`src/rtl/dc_bus_volt_monitor.sv`:
```
// DC-bus voltage monitor: block averaging, hysteretic zone classification with persistence,
// over-voltage fault latch and LED drive. Define VOLT_MON_STUCK_EN to add stuck-ADC detection.
module dc_bus_volt_monitor #(
  parameter int          AVG_LOG2 = 3,
  parameter int          PERSIST  = 16,
  parameter int          SETTLE   = 4,
  parameter logic [15:0] TH_LOW   = 16'h0860,
  parameter logic [15:0] TH_OK_LO = 16'h08B0,
  parameter logic [15:0] TH_OK_HI = 16'h0C0C,
  parameter logic [15:0] HYST     = 16'h0010,
  parameter int          STUCK_N  = 64
) (
  input  logic        clk,
  input  logic        sys_rst_n,
  input  logic [15:0] volt_in,
  input  logic        volt_vld,
  input  logic        clr_fault,
  output logic [15:0] avg_volt,
  output logic        avg_vld,
  output logic [2:0]  zone,
  output logic        zone_vld,
  output logic        enable_out,
  output logic        fault_latched,
  output logic        adc_stuck,
  output logic [4:0]  led_n
);

  localparam int ACC_W = 16 + AVG_LOG2;
  localparam int BLK   = 1 << AVG_LOG2;

  typedef enum logic [2:0] {
    ZONE_UNKNOWN = 3'd0,
    ZONE_LOW     = 3'd1,
    ZONE_UNDER   = 3'd2,
    ZONE_OK      = 3'd3,
    ZONE_OVER    = 3'd4
  } zone_t;

  if (AVG_LOG2 < 0 || AVG_LOG2 > 6) begin : g_bad_avg_log2
    $error("AVG_LOG2 out of range 0..6");
  end
  if (PERSIST < 1 || PERSIST > 255) begin : g_bad_persist
    $error("PERSIST out of range 1..255");
  end
  if (SETTLE < 0 || SETTLE > 255) begin : g_bad_settle
    $error("SETTLE out of range 0..255");
  end
  if (STUCK_N < 1 || STUCK_N > 65535) begin : g_bad_stuck_n
    $error("STUCK_N out of range 1..65535");
  end

  logic [7:0]       settle_cnt_reg;
  logic [6:0]       smp_cnt_reg;
  logic [ACC_W-1:0] acc_reg;
  logic [ACC_W-1:0] sum_reg;
  logic [ACC_W-1:0] acc_sum;
  logic             sum_vld_reg;
  logic [15:0]      avg_reg;
  logic             avg_vld_reg;
  logic             settled;
  logic             accept;
  logic             block_end;

  zone_t       zone_reg, zone_next;
  zone_t       prev_cand_reg, prev_cand_next;
  zone_t       raw_zone, cand_zone;
  logic [7:0]  pcnt_reg, pcnt_next, pcnt_inc;
  logic        zone_vld_reg, zone_vld_next;
  logic        fault_reg, fault_next;
  logic        enable_reg, enable_next;
  logic [4:0]  led_reg, led_next;
  logic        stuck_reg;
  logic        stuck_set_reg;

  logic        has_up, has_lo, outside;
  logic [15:0] up_b, lo_b, up_h, lo_h;
  logic [16:0] up_sum, lo_dif;

  assign settled   = (settle_cnt_reg == 8'(SETTLE));
  assign accept    = volt_vld && settled;
  assign block_end = (smp_cnt_reg == 7'(BLK - 1));
  assign acc_sum   = acc_reg + ACC_W'(volt_in);

  // Sum is registered at the block-end edge, then scaled one edge later, so a strobe
  // arriving right after a block end starts the next block without stalling.
  always_ff @(posedge clk or negedge sys_rst_n) begin
    if (!sys_rst_n) begin
      settle_cnt_reg <= '0;
      smp_cnt_reg    <= '0;
      acc_reg        <= '0;
      sum_reg        <= '0;
      sum_vld_reg    <= 1'b0;
      avg_reg        <= '0;
      avg_vld_reg    <= 1'b0;
    end else begin
      sum_vld_reg <= 1'b0;
      avg_vld_reg <= sum_vld_reg;
      if (volt_vld && !settled) begin
        settle_cnt_reg <= settle_cnt_reg + 8'd1;
      end
      if (accept) begin
        if (block_end) begin
          acc_reg     <= '0;
          smp_cnt_reg <= '0;
          sum_reg     <= acc_sum;
          sum_vld_reg <= 1'b1;
        end else begin
          acc_reg     <= acc_sum;
          smp_cnt_reg <= smp_cnt_reg + 7'd1;
        end
      end
      if (sum_vld_reg) begin
        avg_reg <= 16'(sum_reg >> AVG_LOG2);
      end
    end
  end

  // Raw class plus the widened (saturating) bounds of the zone currently held.
  always_comb begin
    if (avg_reg <= TH_LOW)        raw_zone = ZONE_LOW;
    else if (avg_reg <= TH_OK_LO) raw_zone = ZONE_UNDER;
    else if (avg_reg <= TH_OK_HI) raw_zone = ZONE_OK;
    else                          raw_zone = ZONE_OVER;

    has_up = 1'b0;
    has_lo = 1'b0;
    up_b   = 16'h0000;
    lo_b   = 16'h0000;
    case (zone_reg)
      ZONE_LOW:   begin has_up = 1'b1; up_b = TH_LOW; end
      ZONE_UNDER: begin has_up = 1'b1; up_b = TH_OK_LO; has_lo = 1'b1; lo_b = TH_LOW; end
      ZONE_OK:    begin has_up = 1'b1; up_b = TH_OK_HI; has_lo = 1'b1; lo_b = TH_OK_LO; end
      ZONE_OVER:  begin has_lo = 1'b1; lo_b = TH_OK_HI; end
      default:    ;
    endcase

    up_sum  = {1'b0, up_b} + {1'b0, HYST};
    lo_dif  = {1'b0, lo_b} - {1'b0, HYST};
    up_h    = up_sum[16] ? 16'hFFFF : up_sum[15:0];
    lo_h    = lo_dif[16] ? 16'h0000 : lo_dif[15:0];
    outside = (has_up && (avg_reg > up_h)) || (has_lo && (avg_reg <= lo_h));

    if (zone_reg == ZONE_UNKNOWN || outside) cand_zone = raw_zone;
    else                                     cand_zone = zone_reg;
  end

  always_comb begin
    zone_next      = zone_reg;
    prev_cand_next = prev_cand_reg;
    pcnt_next      = pcnt_reg;
    zone_vld_next  = 1'b0;
    pcnt_inc       = (cand_zone != prev_cand_reg) ? 8'd1 : pcnt_reg + 8'd1;

    if (avg_vld_reg) begin
      prev_cand_next = cand_zone;
      if (zone_reg == ZONE_UNKNOWN) begin
        zone_next     = cand_zone;
        zone_vld_next = 1'b1;
        pcnt_next     = 8'd0;
      end else if (cand_zone == zone_reg) begin
        pcnt_next = 8'd0;
      end else if (pcnt_inc >= 8'(PERSIST)) begin
        zone_next     = cand_zone;
        zone_vld_next = 1'b1;
        pcnt_next     = 8'd0;
      end else begin
        pcnt_next = pcnt_inc;
      end
    end

    // Setting dominates clearing; clearing is refused while still in OVER.
    if ((zone_vld_next && zone_next == ZONE_OVER) || stuck_set_reg) fault_next = 1'b1;
    else if (clr_fault && zone_reg != ZONE_OVER)                    fault_next = 1'b0;
    else                                                            fault_next = fault_reg;

    enable_next = (zone_next == ZONE_OK) && !fault_next;
    led_next    = {~fault_next,
                   ~(zone_next == ZONE_LOW),
                   ~(zone_next == ZONE_UNDER),
                   ~(zone_next == ZONE_OK),
                   ~(zone_next == ZONE_OVER)};
  end

  always_ff @(posedge clk or negedge sys_rst_n) begin
    if (!sys_rst_n) begin
      zone_reg      <= ZONE_UNKNOWN;
      prev_cand_reg <= ZONE_UNKNOWN;
      pcnt_reg      <= '0;
      zone_vld_reg  <= 1'b0;
      fault_reg     <= 1'b0;
      enable_reg    <= 1'b0;
      led_reg       <= 5'b11111;
    end else begin
      zone_reg      <= zone_next;
      prev_cand_reg <= prev_cand_next;
      pcnt_reg      <= pcnt_next;
      zone_vld_reg  <= zone_vld_next;
      fault_reg     <= fault_next;
      enable_reg    <= enable_next;
      led_reg       <= led_next;
    end
  end

`ifdef VOLT_MON_STUCK_EN
  logic [15:0] stuck_cmp_reg;
  logic [15:0] stuck_cnt_reg;
  logic [16:0] run_next;

  // Run length of identical raw codes, counting settle strobes too; saturates at STUCK_N.
  assign run_next = (stuck_cnt_reg != 16'd0 && volt_in == stuck_cmp_reg)
                    ? {1'b0, stuck_cnt_reg} + 17'd1 : 17'd1;

  always_ff @(posedge clk or negedge sys_rst_n) begin
    if (!sys_rst_n) begin
      stuck_cmp_reg <= '0;
      stuck_cnt_reg <= '0;
      stuck_reg     <= 1'b0;
      stuck_set_reg <= 1'b0;
    end else begin
      stuck_set_reg <= 1'b0;
      if (volt_vld) begin
        stuck_cmp_reg <= volt_in;
        if (run_next <= 17'(STUCK_N)) begin
          stuck_cnt_reg <= run_next[15:0];
        end
        if (run_next == 17'(STUCK_N)) begin
          stuck_reg     <= 1'b1;
          stuck_set_reg <= 1'b1;
        end else if (run_next == 17'd1) begin
          stuck_reg <= 1'b0;
        end
      end
    end
  end
`else
  assign stuck_reg     = 1'b0;
  assign stuck_set_reg = 1'b0;
`endif

  assign avg_volt      = avg_reg;
  assign avg_vld       = avg_vld_reg;
  assign zone          = zone_reg;
  assign zone_vld      = zone_vld_reg;
  assign enable_out    = enable_reg;
  assign fault_latched = fault_reg;
  assign adc_stuck     = stuck_reg;
  assign led_n         = led_reg;

endmodule

```
`config.mk`:
```
export PLATFORM = sky130hd
export DESIGN_NAME = dc_bus_volt_monitor
export DESIGN_NICKNAME = d
export VERILOG_FILES = /design/src/rtl/dc_bus_volt_monitor.sv
export SDC_FILE = /design/constraint.sdc
export NUM_CORES = 1
export LEC_CHECK = 0
export CAP_MARGIN = 20
export CELL_PAD_IN_SITES_DETAIL_PLACEMENT = 1
export CELL_PAD_IN_SITES_GLOBAL_PLACEMENT = 2
export CORE_MARGIN = 4
export CORE_UTILIZATION = 37
export CTS_CLUSTER_DIAMETER = 60
export DETAILED_ROUTE_END_ITERATION = 10
export MAX_ROUTING_LAYER = met4
export PLACE_DENSITY_LB_ADDON = 0.25
export SYNTH_ARGS = -nofsm -noshare
export SYNTH_HDL_FRONTEND = slang
export SYNTH_SLANG_ARGS = --single-unit
```
`constraint.sdc`:
```
create_clock -name clk -period 4.3 [get_ports clk]
set_input_delay 1.075 -clock clk [delete_from_list [all_inputs] [get_ports clk]]
set_output_delay 1.075 -clock clk [all_outputs]
set_load 0.005 [all_outputs]
```
==> results.sh <==
export IMPL_start_util_pct=37.9
export IMPL_drt_vias_per_instance=5.44
export IMPL_period_needed_ps=4060
export IMPL_tns_ps=0
export IMPL_crit_path_start="zone[1]"
export IMPL_drv_slew=0
export IMPL_rsz0062_at_grt="false"
export IMPL_finalSetupViolations=0
export IMPL_htree_levels=3
export IMPL_finalWeightedCongestion=0.929
export IMPL_critical_path_class="flip-flop to flip-flop"
export IMPL_crit_path_start_kind="flip-flop"
export IMPL_hpwlAfterDp_mm=10.3
export IMPL_antenna_found_initial=0
export IMPL_synth_top_area_cell="dfrtp_1"
export IMPL_r2r_start="zone[1]"
export IMPL_rows=43
export IMPL_yosysSeqAreaShare_pct=43.0
export IMPL_firstDrtPassIters=4
export IMPL_yosys_top_cells_area="dfrtp_1 40%, ha_1 9.8%, nand2_1 5.0%, mux2_2 4.3%, xnor2_1 3.2%"
export IMPL_async_flop_share_pct=100
export IMPL_ys_ff_latch=90
export IMPL_die_area_sq_um=16200
export IMPL_outcome="finished, final reports clean"
export IMPL_p_leak_nw=2.94
export IMPL_worstPathArrival_ps=4330
export IMPL_numCtsBuffers=9
export IMPL_holdCritPathClass="flip-flop to flip-flop"
export IMPL_synthesis_area_sq_um=5260
export IMPL_post_cts_repair_setup_buffers=0
export IMPL_dr_total_vias=4154
export IMPL_synth_edf_count=0
export IMPL_tightest_slew_ps=886
export IMPL_grt_pass1_vias=4486
export IMPL_grt_use_total_pct=18.4
export IMPL_synth_nets=586
export IMPL_cp_max_fo=8
export IMPL_drcViolationCount=0
export IMPL_drv_cap=0
export IMPL_cts_sinks=90
export IMPL_clock_latency_ps=350
export IMPL_yosys_warnings=0
export IMPL_wl_mm=13.5
export IMPL_synthDistinctLibCells=68
export IMPL_drt_iter0_markers=229
export IMPL_hold_buffers=0
export IMPL_core_area_sq_um=13900
export IMPL_wire_per_inst_microns=17.7
export IMPL_largest_reg_flops=19
export IMPL_finalHoldViolations=0
export IMPL_r2r_end="led_n[1]"
export IMPL_synth_most_common_cell="dfrtp_1"
export IMPL_die_w_microns=127
export IMPL_synthTopCellsByCount="85 x dfrtp_1, 70 x nand2_1, 41 x ha_1"
export IMPL_synth_top_cell_area_share_pct=40.5
export IMPL_ios=49
export IMPL_crit_family="compound AO/OA/AOI/OAI gates"
export IMPL_drtAntennaViolNets=0
export IMPL_ir_drop_v=0.000241
export IMPL_final_setup_skew_ps=7.29
export IMPL_synth_avg_cell_area_sq_um=10.0
export IMPL_path_cells="nor2_1 > nand2_1 > inv_1 > nor2_1 > ha_1 > a21o_1 > a21o_1 > a211oi_2 > o221a_2 > nor3_4 > a311oi_2 > nand4_2 > a21boi_4 > mux2_2 > or3_1"
export IMPL_drive_gt1_share_pct=13.4
export IMPL_fin_nets=641
export IMPL_synthCells=524
export IMPL_r2r_setup_slack_ps=240
export IMPL_area_growth_pct=19.9
export IMPL_n_antenna_cell=0
export IMPL_synth_main_ff_cell="dfrtp_1"
export IMPL_p_per_area_nw_per_um2=445
export IMPL_rr_worst_depth=15
export IMPL_path_clk_slew_ps=70
export IMPL_endpoint="led_n[1]"
export IMPL_fmax_mhz=247
export IMPL_die_h_microns=127
export IMPL_ctsRootBufferMaster="clkbuf_16"
export IMPL_crit_buf_inv=1
export IMPL_grt_first_pass_wirelength_mm=23.2
export IMPL_critPathMaxStageDelay_ps=470
export IMPL_critical_path_depth=15
export IMPL_timing_critical_path_to_type="flip-flop"
export IMPL_cts_path_max_buffers=2
export IMPL_period_share_pct=94.3
export IMPL_slowest_stage="dfrtp_1"
export IMPL_portBuffers=47
export IMPL_slew_headroom_pct=40.7
export IMPL_worstPathRequired_ps=4570
export IMPL_grt_max_degree=50
export IMPL_grt_ovfl_total=0
export IMPL_cts_tree="built"
export IMPL_power_mw=2.80
## area by class of cell
cell class	count	area, sq um
fill	1579	7580
multi-input combinational	397	2880
sequential	90	2260
timing repair buffer	57	543
clock buffer	10	239
tap	180	225
inverter	24	90.1
clock inverter	6	73.8
## worst min-delay path: cells and delay by family, from the launching register on
| family | cells | cell delay [ps] |
|---|---|---|
| simple gates | 2 | 100 |
| flops | 1 | 340 |
## cell usage in the layout, fill, tap and decap left out, types with 4 or more instances in the layout
cell type | Yosys | routed
clkdlybuf4s50_1 | 0 | 46
xor2_1 | 10 | 10
mux2_2 | 20 | 20
mux2i_1 | 6 | 5
o31ai_1 | 4 | 4
inv_1 | 24 | 23
a31oi_1 | 4 | 4
nand2_1 | 70 | 70
buf_4 | 2 | 11
nand4_1 | 10 | 10
dfrtp_1 | 85 | 85
nor2_1 | 31 | 31
and2_1 | 5 | 5
nor3_1 | 9 | 9
a21oi_1 | 21 | 21
nand3b_1 | 4 | 4
nor4_1 | 4 | 4
a22o_1 | 11 | 11
dfstp_2 | 5 | 5
xnor2_1 | 19 | 19
nand3_1 | 15 | 15
a21o_1 | 10 | 10
clkbuf_16 | 0 | 9
nor2b_1 | 9 | 9
and3_1 | 4 | 4
ha_1 | 41 | 41
o21ai_0 | 24 | 24
nand2b_1 | 6 | 6
## worst min path at each step
stage | startpoint | to | slack (ps) | cells past startpoint
after detailed placement | sum_reg[6] | sum_reg[6] | 460 | 2
after global placement | sum_reg[6] | sum_reg[6] | 450 | 2
after global routing | smp_cnt_reg[6] | smp_cnt_reg[6] | 510 | 1
final | sum_reg[6] | sum_reg[6] | 470 | 2
after CTS | sum_reg[6] | sum_reg[6] | 480 | 2
after floorplan | sum_vld_reg | avg_vld | 350 | 0
## routing by layer
| metal | vias up | track usage [%] | wire [microns] |
|---|---|---|---|
| met2 | 70 | 30.6 | 6870 |
| met5 | - | - | 0 |
| met4 | 0 | 5.05 | 208 |
| met1 | 2073 | 23.1 | 6070 |
| met3 | 20 | 3.43 | 380 |
| li1 | 1991 | - | - |
## per-stage QoR
stage | utilization [%] | hold slack [ps] | cell area (sq um) | setup slack [ps] | cells
6_report | 45.4 | 468 | 6300 | 245 | 764
3_5_place_dp | 42.9 | 461 | 5960 | 73.6 | 748
4_1_cts | 45.2 | 477 | 6270 | 66.7 | 764
5_1_grt | 45.4 | 507 | 6300 | 9.59 | 764
3_3_place_gp | 42.9 | 455 | 5960 | 220 | 748
2_1_floorplan | - | 352 | 5260 | 382 | 524
## power by group
| group | internal, mW | switching, mW |
|---|---|---|
| clock network | 0.474 | 0.355 |
| registers | 0.975 | 0.106 |
| logic | 0.397 | 0.497 |
| total | 1.85 | 0.958 |
## repair_timing
item	CTS	global route
endpoints found under the hold margin	0	0
gates resized for setup	0	7
endpoints found under the setup margin	0	6
## logic make-up (layout without fill, tap and decap cells)
group | count (synthesis) | after routing | share of synthesized area (%)
adders and majority gates | 42 | 42 | 10.1
xor gates and xnor gates | 29 | 29 | 4.83
other | 2 | 2 | 0.143
DFF | 90 | 90 | 43.0
buffers and inverters | 37 | 97 | 2.93
AOI/OAI and AO/OA | 110 | 110 | 15.3
muxes | 26 | 26 | 5.43
and+or+nand+nor | 188 | 188 | 18.3
Power figures use the tool's default switching activity.
